`src/rtl/hazard_ctrl_unit.sv`:
```
// ---------------------------------------------------------------------------
// hazard_ctrl_unit
//
// Pipeline hazard controller for the RV32IM 5-stage core. It produces the
// PC / IF/ID / ID/EX stall and flush controls that operand bypassing cannot
// resolve on its own:
//   - load-use hazards (one bubble into ID/EX while PC and IF/ID hold),
//   - multi-cycle M-extension operations (start/done handshake with the
//     mul/div unit; EX is frozen until done),
//   - taken branch / jump redirects (IF/ID and ID/EX flushed).
// It also keeps two saturating performance counters.
//
// Ports
//   clk, rst_n              clock, asynchronous active-low reset
//   id_rs1/rs2_addr_i       source registers of the ID instruction
//   id_uses_rs1/rs2_i       ID instruction really reads that source
//   id_ex_mem_read_i        EX instruction is a load
//   id_ex_rd_addr_i         destination register of the EX instruction
//   id_ex_is_muldiv_i       EX instruction is MUL*/DIV*/REM*
//   muldiv_done_i           mul/div result valid this cycle
//   ex_branch_taken_i       EX resolved a taken branch / jump
//   pc_stall_o, if_id_stall_o, id_ex_stall_o   hold controls
//   if_id_flush_o, id_ex_flush_o               flush controls
//   ex_mem_bubble_o         write a bubble into EX/MEM
//   muldiv_start_o          one-cycle start pulse to the mul/div unit
//   stall_cycles_o          cycles with pc_stall_o=1 (saturating)
//   flush_count_o           branch flush events (saturating)
//
// All control outputs are combinational and used in the same cycle.
// ---------------------------------------------------------------------------
module hazard_ctrl_unit #(
    parameter int CNT_W = 32
) (
    input  logic             clk,
    input  logic             rst_n,
    input  logic [4:0]       id_rs1_addr_i,
    input  logic [4:0]       id_rs2_addr_i,
    input  logic             id_uses_rs1_i,
    input  logic             id_uses_rs2_i,
    input  logic             id_ex_mem_read_i,
    input  logic [4:0]       id_ex_rd_addr_i,
    input  logic             id_ex_is_muldiv_i,
    input  logic             muldiv_done_i,
    input  logic             ex_branch_taken_i,
    output logic             pc_stall_o,
    output logic             if_id_stall_o,
    output logic             id_ex_stall_o,
    output logic             if_id_flush_o,
    output logic             id_ex_flush_o,
    output logic             ex_mem_bubble_o,
    output logic             muldiv_start_o,
    output logic [CNT_W-1:0] stall_cycles_o,
    output logic [CNT_W-1:0] flush_count_o
);

    localparam logic [0:0] ST_RUN     = 1'b0;
    localparam logic [0:0] ST_MD_WAIT = 1'b1;

    logic [0:0]       r_state;
    logic [0:0]       w_state_next;
    logic [CNT_W-1:0] r_stall_cnt;
    logic [CNT_W-1:0] r_flush_cnt;

    logic w_load_use;
    logic w_pc_stall;
    logic w_if_id_stall;
    logic w_id_ex_stall;
    logic w_if_id_flush;
    logic w_id_ex_flush;
    logic w_ex_mem_bubble;
    logic w_muldiv_start;

    // x0 is hardwired to zero, so a load targeting it never creates a hazard.
    assign w_load_use = id_ex_mem_read_i && (id_ex_rd_addr_i != 5'd0) &&
                        (((id_ex_rd_addr_i == id_rs1_addr_i) && id_uses_rs1_i) ||
                         ((id_ex_rd_addr_i == id_rs2_addr_i) && id_uses_rs2_i));

    always_comb begin
        w_state_next    = r_state;
        w_pc_stall      = 1'b0;
        w_if_id_stall   = 1'b0;
        w_id_ex_stall   = 1'b0;
        w_if_id_flush   = 1'b0;
        w_id_ex_flush   = 1'b0;
        w_ex_mem_bubble = 1'b0;
        w_muldiv_start  = 1'b0;
        case (r_state)
            ST_RUN: begin
                if (id_ex_is_muldiv_i) begin
                    // Mul/div wins over everything: EX is frozen from this cycle.
                    w_muldiv_start  = 1'b1;
                    w_pc_stall      = 1'b1;
                    w_if_id_stall   = 1'b1;
                    w_id_ex_stall   = 1'b1;
                    w_ex_mem_bubble = 1'b1;
                    w_state_next    = ST_MD_WAIT;
                end else if (ex_branch_taken_i) begin
                    // ID holds a wrong-path instruction, so load-use is moot.
                    w_if_id_flush = 1'b1;
                    w_id_ex_flush = 1'b1;
                end else if (w_load_use) begin
                    // The bubble clears the load from EX; resolves in one cycle.
                    w_pc_stall    = 1'b1;
                    w_if_id_stall = 1'b1;
                    w_id_ex_flush = 1'b1;
                end
            end
            default: begin
                if (muldiv_done_i) begin
                    // Done cycle is not stalled: the result advances into EX/MEM.
                    w_state_next = ST_RUN;
                end else begin
                    w_pc_stall      = 1'b1;
                    w_if_id_stall   = 1'b1;
                    w_id_ex_stall   = 1'b1;
                    w_ex_mem_bubble = 1'b1;
                end
            end
        endcase
    end

    always_ff @(posedge clk or negedge rst_n) begin
        if (!rst_n) begin
            r_state     <= ST_RUN;
            r_stall_cnt <= '0;
            r_flush_cnt <= '0;
        end else begin
            r_state <= w_state_next;
            if (w_pc_stall && (r_stall_cnt != {CNT_W{1'b1}})) begin
                r_stall_cnt <= r_stall_cnt + CNT_W'(1);
            end
            if (w_if_id_flush && (r_flush_cnt != {CNT_W{1'b1}})) begin
                r_flush_cnt <= r_flush_cnt + CNT_W'(1);
            end
        end
    end

    // While reset is held every control output is forced low, independent
    // of the inputs.
    assign pc_stall_o      = w_pc_stall      & rst_n;
    assign if_id_stall_o   = w_if_id_stall   & rst_n;
    assign id_ex_stall_o   = w_id_ex_stall   & rst_n;
    assign if_id_flush_o   = w_if_id_flush   & rst_n;
    assign id_ex_flush_o   = w_id_ex_flush   & rst_n;
    assign ex_mem_bubble_o = w_ex_mem_bubble & rst_n;
    assign muldiv_start_o  = w_muldiv_start  & rst_n;
    assign stall_cycles_o  = r_stall_cnt;
    assign flush_count_o   = r_flush_cnt;

endmodule

```
`config.mk`:
```
export PLATFORM = sky130hd
export DESIGN_NAME = hazard_ctrl_unit
export DESIGN_NICKNAME = d
export VERILOG_FILES = /design/src/rtl/hazard_ctrl_unit.sv
export SDC_FILE = /design/constraint.sdc
export NUM_CORES = 1
export LEC_CHECK = 0
export ABC_AREA = 1
export CORE_MARGIN = 10
export CORE_UTILIZATION = 65
export CTS_CLUSTER_DIAMETER = 80
export DETAILED_ROUTE_END_ITERATION = 6
export DONT_BUFFER_PORTS = 1
export PLACE_DENSITY = 0.81
export SETUP_SLACK_MARGIN = 0.1
export SLEW_MARGIN = 20
export SYNTH_ARGS = -nofsm -noshare
export SYNTH_HDL_FRONTEND = slang
export SYNTH_SLANG_ARGS = --single-unit
```
`constraint.sdc`:
```
create_clock -name clk -period 2.65 [get_ports clk]
set_input_delay 0.53 -clock clk [delete_from_list [all_inputs] [get_ports clk]]
set_output_delay 0.53 -clock clk [all_outputs]
set_load 0.1 [all_outputs]
```
==> summary.txt <==
Critical path
  • CP Cell Sequence: buf_4 > inv_1 > nor3_2 > nand2_1 > nor2_1 > inv_1 > nor3_1 > nand2_1 > nand2_1 > nand2_1
  • WP data required: 2.90 ns
  • Crit-path most repeated cell: nand2_1
  • Worst setup path start: flush_count_o[1]$_DFFE_PN0P_
  • Kind of critical path: reg2reg
  • Crit-path max FO: 4
  • Reg-to-reg critical path startpoint: flush_count_o[1]$_DFFE_PN0P_
  • Critical Path End: flush_count_o[21]$_DFFE_PN0P_
  • Arrival time worst endpoint: 2.41 ns
  • R2r setup slk: 0.49 ns
  • Crit start category: flip-flop
  • Max stage delay cell, worst path: dfrtp_1
  • Critical Path Max Stage Delay: 0.36 ns
  • Reg2Reg Depth: 10
  • Crit end category: flip-flop
  • Critical R2R Capture: flush_count_o[21]$_DFFE_PN0P_

Synthesis
  • Synth Register Bits: 65
  • Share of flip-flops with an asynchronous set or reset: 100%
  • Post-synth top area share: 35.8%
  • Synth cell types: 28
  • Ys flop type: dfrtp_1
  • Top cells by area, synth: dfrtp_1 36%, nand2_1 24%, nor2_1 6.5%, inv_1 5.8%, nand3_1 5.7%
  • Avg Inst Size Synth: 6.48 um^2
  • Cells after Synth: 701
  • Mapped Area: 4550 um^2
  • EDFF count, synth: 0
  • Yosys warning total: 0
  • Seq/Total Area, Yosys: 35.8%
  • Synth area leader: dfrtp_1
  • Post-Syn Nets: 726

CTS
  • H-tree Lvls: 3
  • TritonCTS clock tree: done
  • Clk slew on worst S/H paths: 0.08 ns
  • Clock Sinks: 65
  • Cts bufs inserted: 9
  • Max Root-Sink Buffers: 2
  • Root buf cell: clkbuf_8
  • Cts repair resizes: 0
  • Clk_lat worst skew: 0.35 ns
  • Post-CTS setup buffers: 0

Final layout
  • Most frequent cells in the layout: 296 x nand2_1, 76 x nor2_1, 71 x buf_4, 70 x inv_1, 65 x dfrtp_1
  • Layout Nets: 795
  • P&R area growth vs syn: 18.6%
  • # fillers: 522
  • Commonest non-fill, non-tap cell in the layout: nand2_1
  • Number of antenna diodes: 0
  • FF/Latch Area: 1630 um^2
  • Area of the multi-input gates: 2580 um^2
  • Layout cells sized above 1: 13.5%

STA
  • Max-slew violation count: 0
  • Max Clock Freq: 464 MHz
  • Final worst setup slack: 0.494 ns
  • Final hold vios: 0
  • Clk_skew: 0.0115 ns
  • Crit path time final: 2.16 ns
  • Worst slew pin tran: 0.630 ns
  • Final Setup Violations: 0
  • Crit share post-route: 81.4%
  • Slew margin rel.: 57.7%
  • Final setup TNS: 0 ns
  • RSZ-0062 raised after global routing: false

Die
  • Die H: 104 um
  • Die area: 10700 um^2
  • Initial Utilization: 66.9%
  • Die width: 104 um
  • Core ar.: 6790 um^2
  • Num rows: 30
  • Ports: 94

Global routing
  • Largest net degree at the start of global routing: 66
  • Initial antenna violation count: 0
  • First-pass GRT wire length: 23000 um
  • Vias in the first global route: 4658
  • GR Util All Layers: 25.3%
  • Congestion Overflow GR: 0

Route
  • Routed wire length: 13800 um
  • Remaining DRCs: 0
  • DR vias/cell: 5.65
  • Antenna-violating nets left: 0
  • Routed vias: 4918
  • Drt pass-1 iters: 5
  • Drt first-iter violations: 543
  • Routed len/inst: 15.8 um

Run
  • MaxCap Viol Count: 0

Power and ir drop
  • VDD IR max: 1190 uV
  • Pwr dens: 679 nW/um^2
  • LEAKAGE: 2.75 nW
  • Total chip power: 3.66 mW

Placement
  • Worst slack, placed: 0.535 ns
  • DP HPWL: 10400 um
  • RePlAce Congestion: 0.994
  • Port bufs: 0

Outcome
  • Run status: completed

Min path
  • HP Class: in2async
## worst min-delay path by stage
stage	start	to	slack [ns]
4_1_cts	rst_n	stall_cycles_o[31]$_DFFE_PN0P_	0.06
3_5_place_dp	rst_n	stall_cycles_o[8]$_DFFE_PN0P_	0.24
5_1_grt	rst_n	stall_cycles_o[20]$_DFFE_PN0P_	0.06
2_1_floorplan	rst_n	flush_count_o[0]$_DFFE_PN0P_	0.23
3_3_place_gp	rst_n	stall_cycles_o[8]$_DFFE_PN0P_	0.24
6_report	rst_n	stall_cycles_o[20]$_DFFE_PN0P_	0.05
## registers in the layout, indices dropped and copies added (netlist names)
signal          count
flush_count_o      32
stall_cycles_o     32
r_state             1
## kinds of logic after synthesis
kind of cell             Yosys count  share of synthesized area, %
flip-flops                        65                          35.8
AO/OA/AOI/OAI                     20                          2.20
adder cells (fa/ha/maj)            2                         0.550
AND/OR/NAND/NOR                  493                          46.8
XOR/XNOR                          34                          6.55
buffers and inverters             87                          8.06
## stage by stage
| step | util (%) | instances | cell area [um^2] | hold WS, ns |
|---|---|---|---|---|
| after floorplan | - | 701 | 4570 | 0.234 |
| after global placement | 76.0 | 854 | 5170 | 0.236 |
| after detailed placement | 76.0 | 854 | 5170 | 0.237 |
| after CTS | 79.3 | 871 | 5390 | 0.0639 |
| after global routing | 79.3 | 871 | 5390 | 0.0647 |
| final | 79.3 | 871 | 5390 | 0.0537 |
## where the power goes
part           total (mW)  switching, mW  internal [mW]  leakage (nW)
clock network       0.866          0.409          0.457        0.0953
registers            1.23          0.134           1.10         0.877
logic                1.56           1.25          0.313          1.78
total                3.66           1.79           1.87          2.75
## what timing repair did
| action | in CTS | in global routing |
|---|---|---|
| setup endpoints to repair | 0 | 0 |
| hold buffers | 1 | 0 |
| hold endpoints to repair | 65 | 0 |
## worst max-delay path: cells and delay by family (launching register included)
family	cells	cell delay (ns)
buf+inv	3	0.53
simple gates	7	1.16
flops	1	0.36
## layer usage
| metal | up-vias | part of all wire (%) | global-route usage [%] |
|---|---|---|---|
| met5 | - | 0 | 0 |
| met4 | 0 | 1.5 | 6.85 |
| met3 | 23 | 12 | 8.86 |
| met2 | 272 | 45 | 37.9 |
| met1 | 2292 | 42 | 33.7 |
| li1 | 2331 | - | - |
## synth_stat cells (3+ instances only)
cell type / n
nand3b_1: 18
buf_2: 8
dfrtp_1: 65
nand3_1: 52
buf_6: 3
clkbuf_1: 3
nand4_1: 9
xor2_1: 25
o21ai_1: 8
xnor2_1: 9
o21ai_0: 10
nand2_1: 296
inv_1: 70
nor3_1: 28
nor2_1: 79
## final cells by class
class	count	area share [%]
sequential	65	30.2
clock buffer	11	2.62
clock inverter	5	1.02
inverter	71	4.94
timing repair buffer	74	11.1
tap	96	2.23
multi-input combinational	549	47.9
Note: power is estimated with default switching activity, not from simulation.
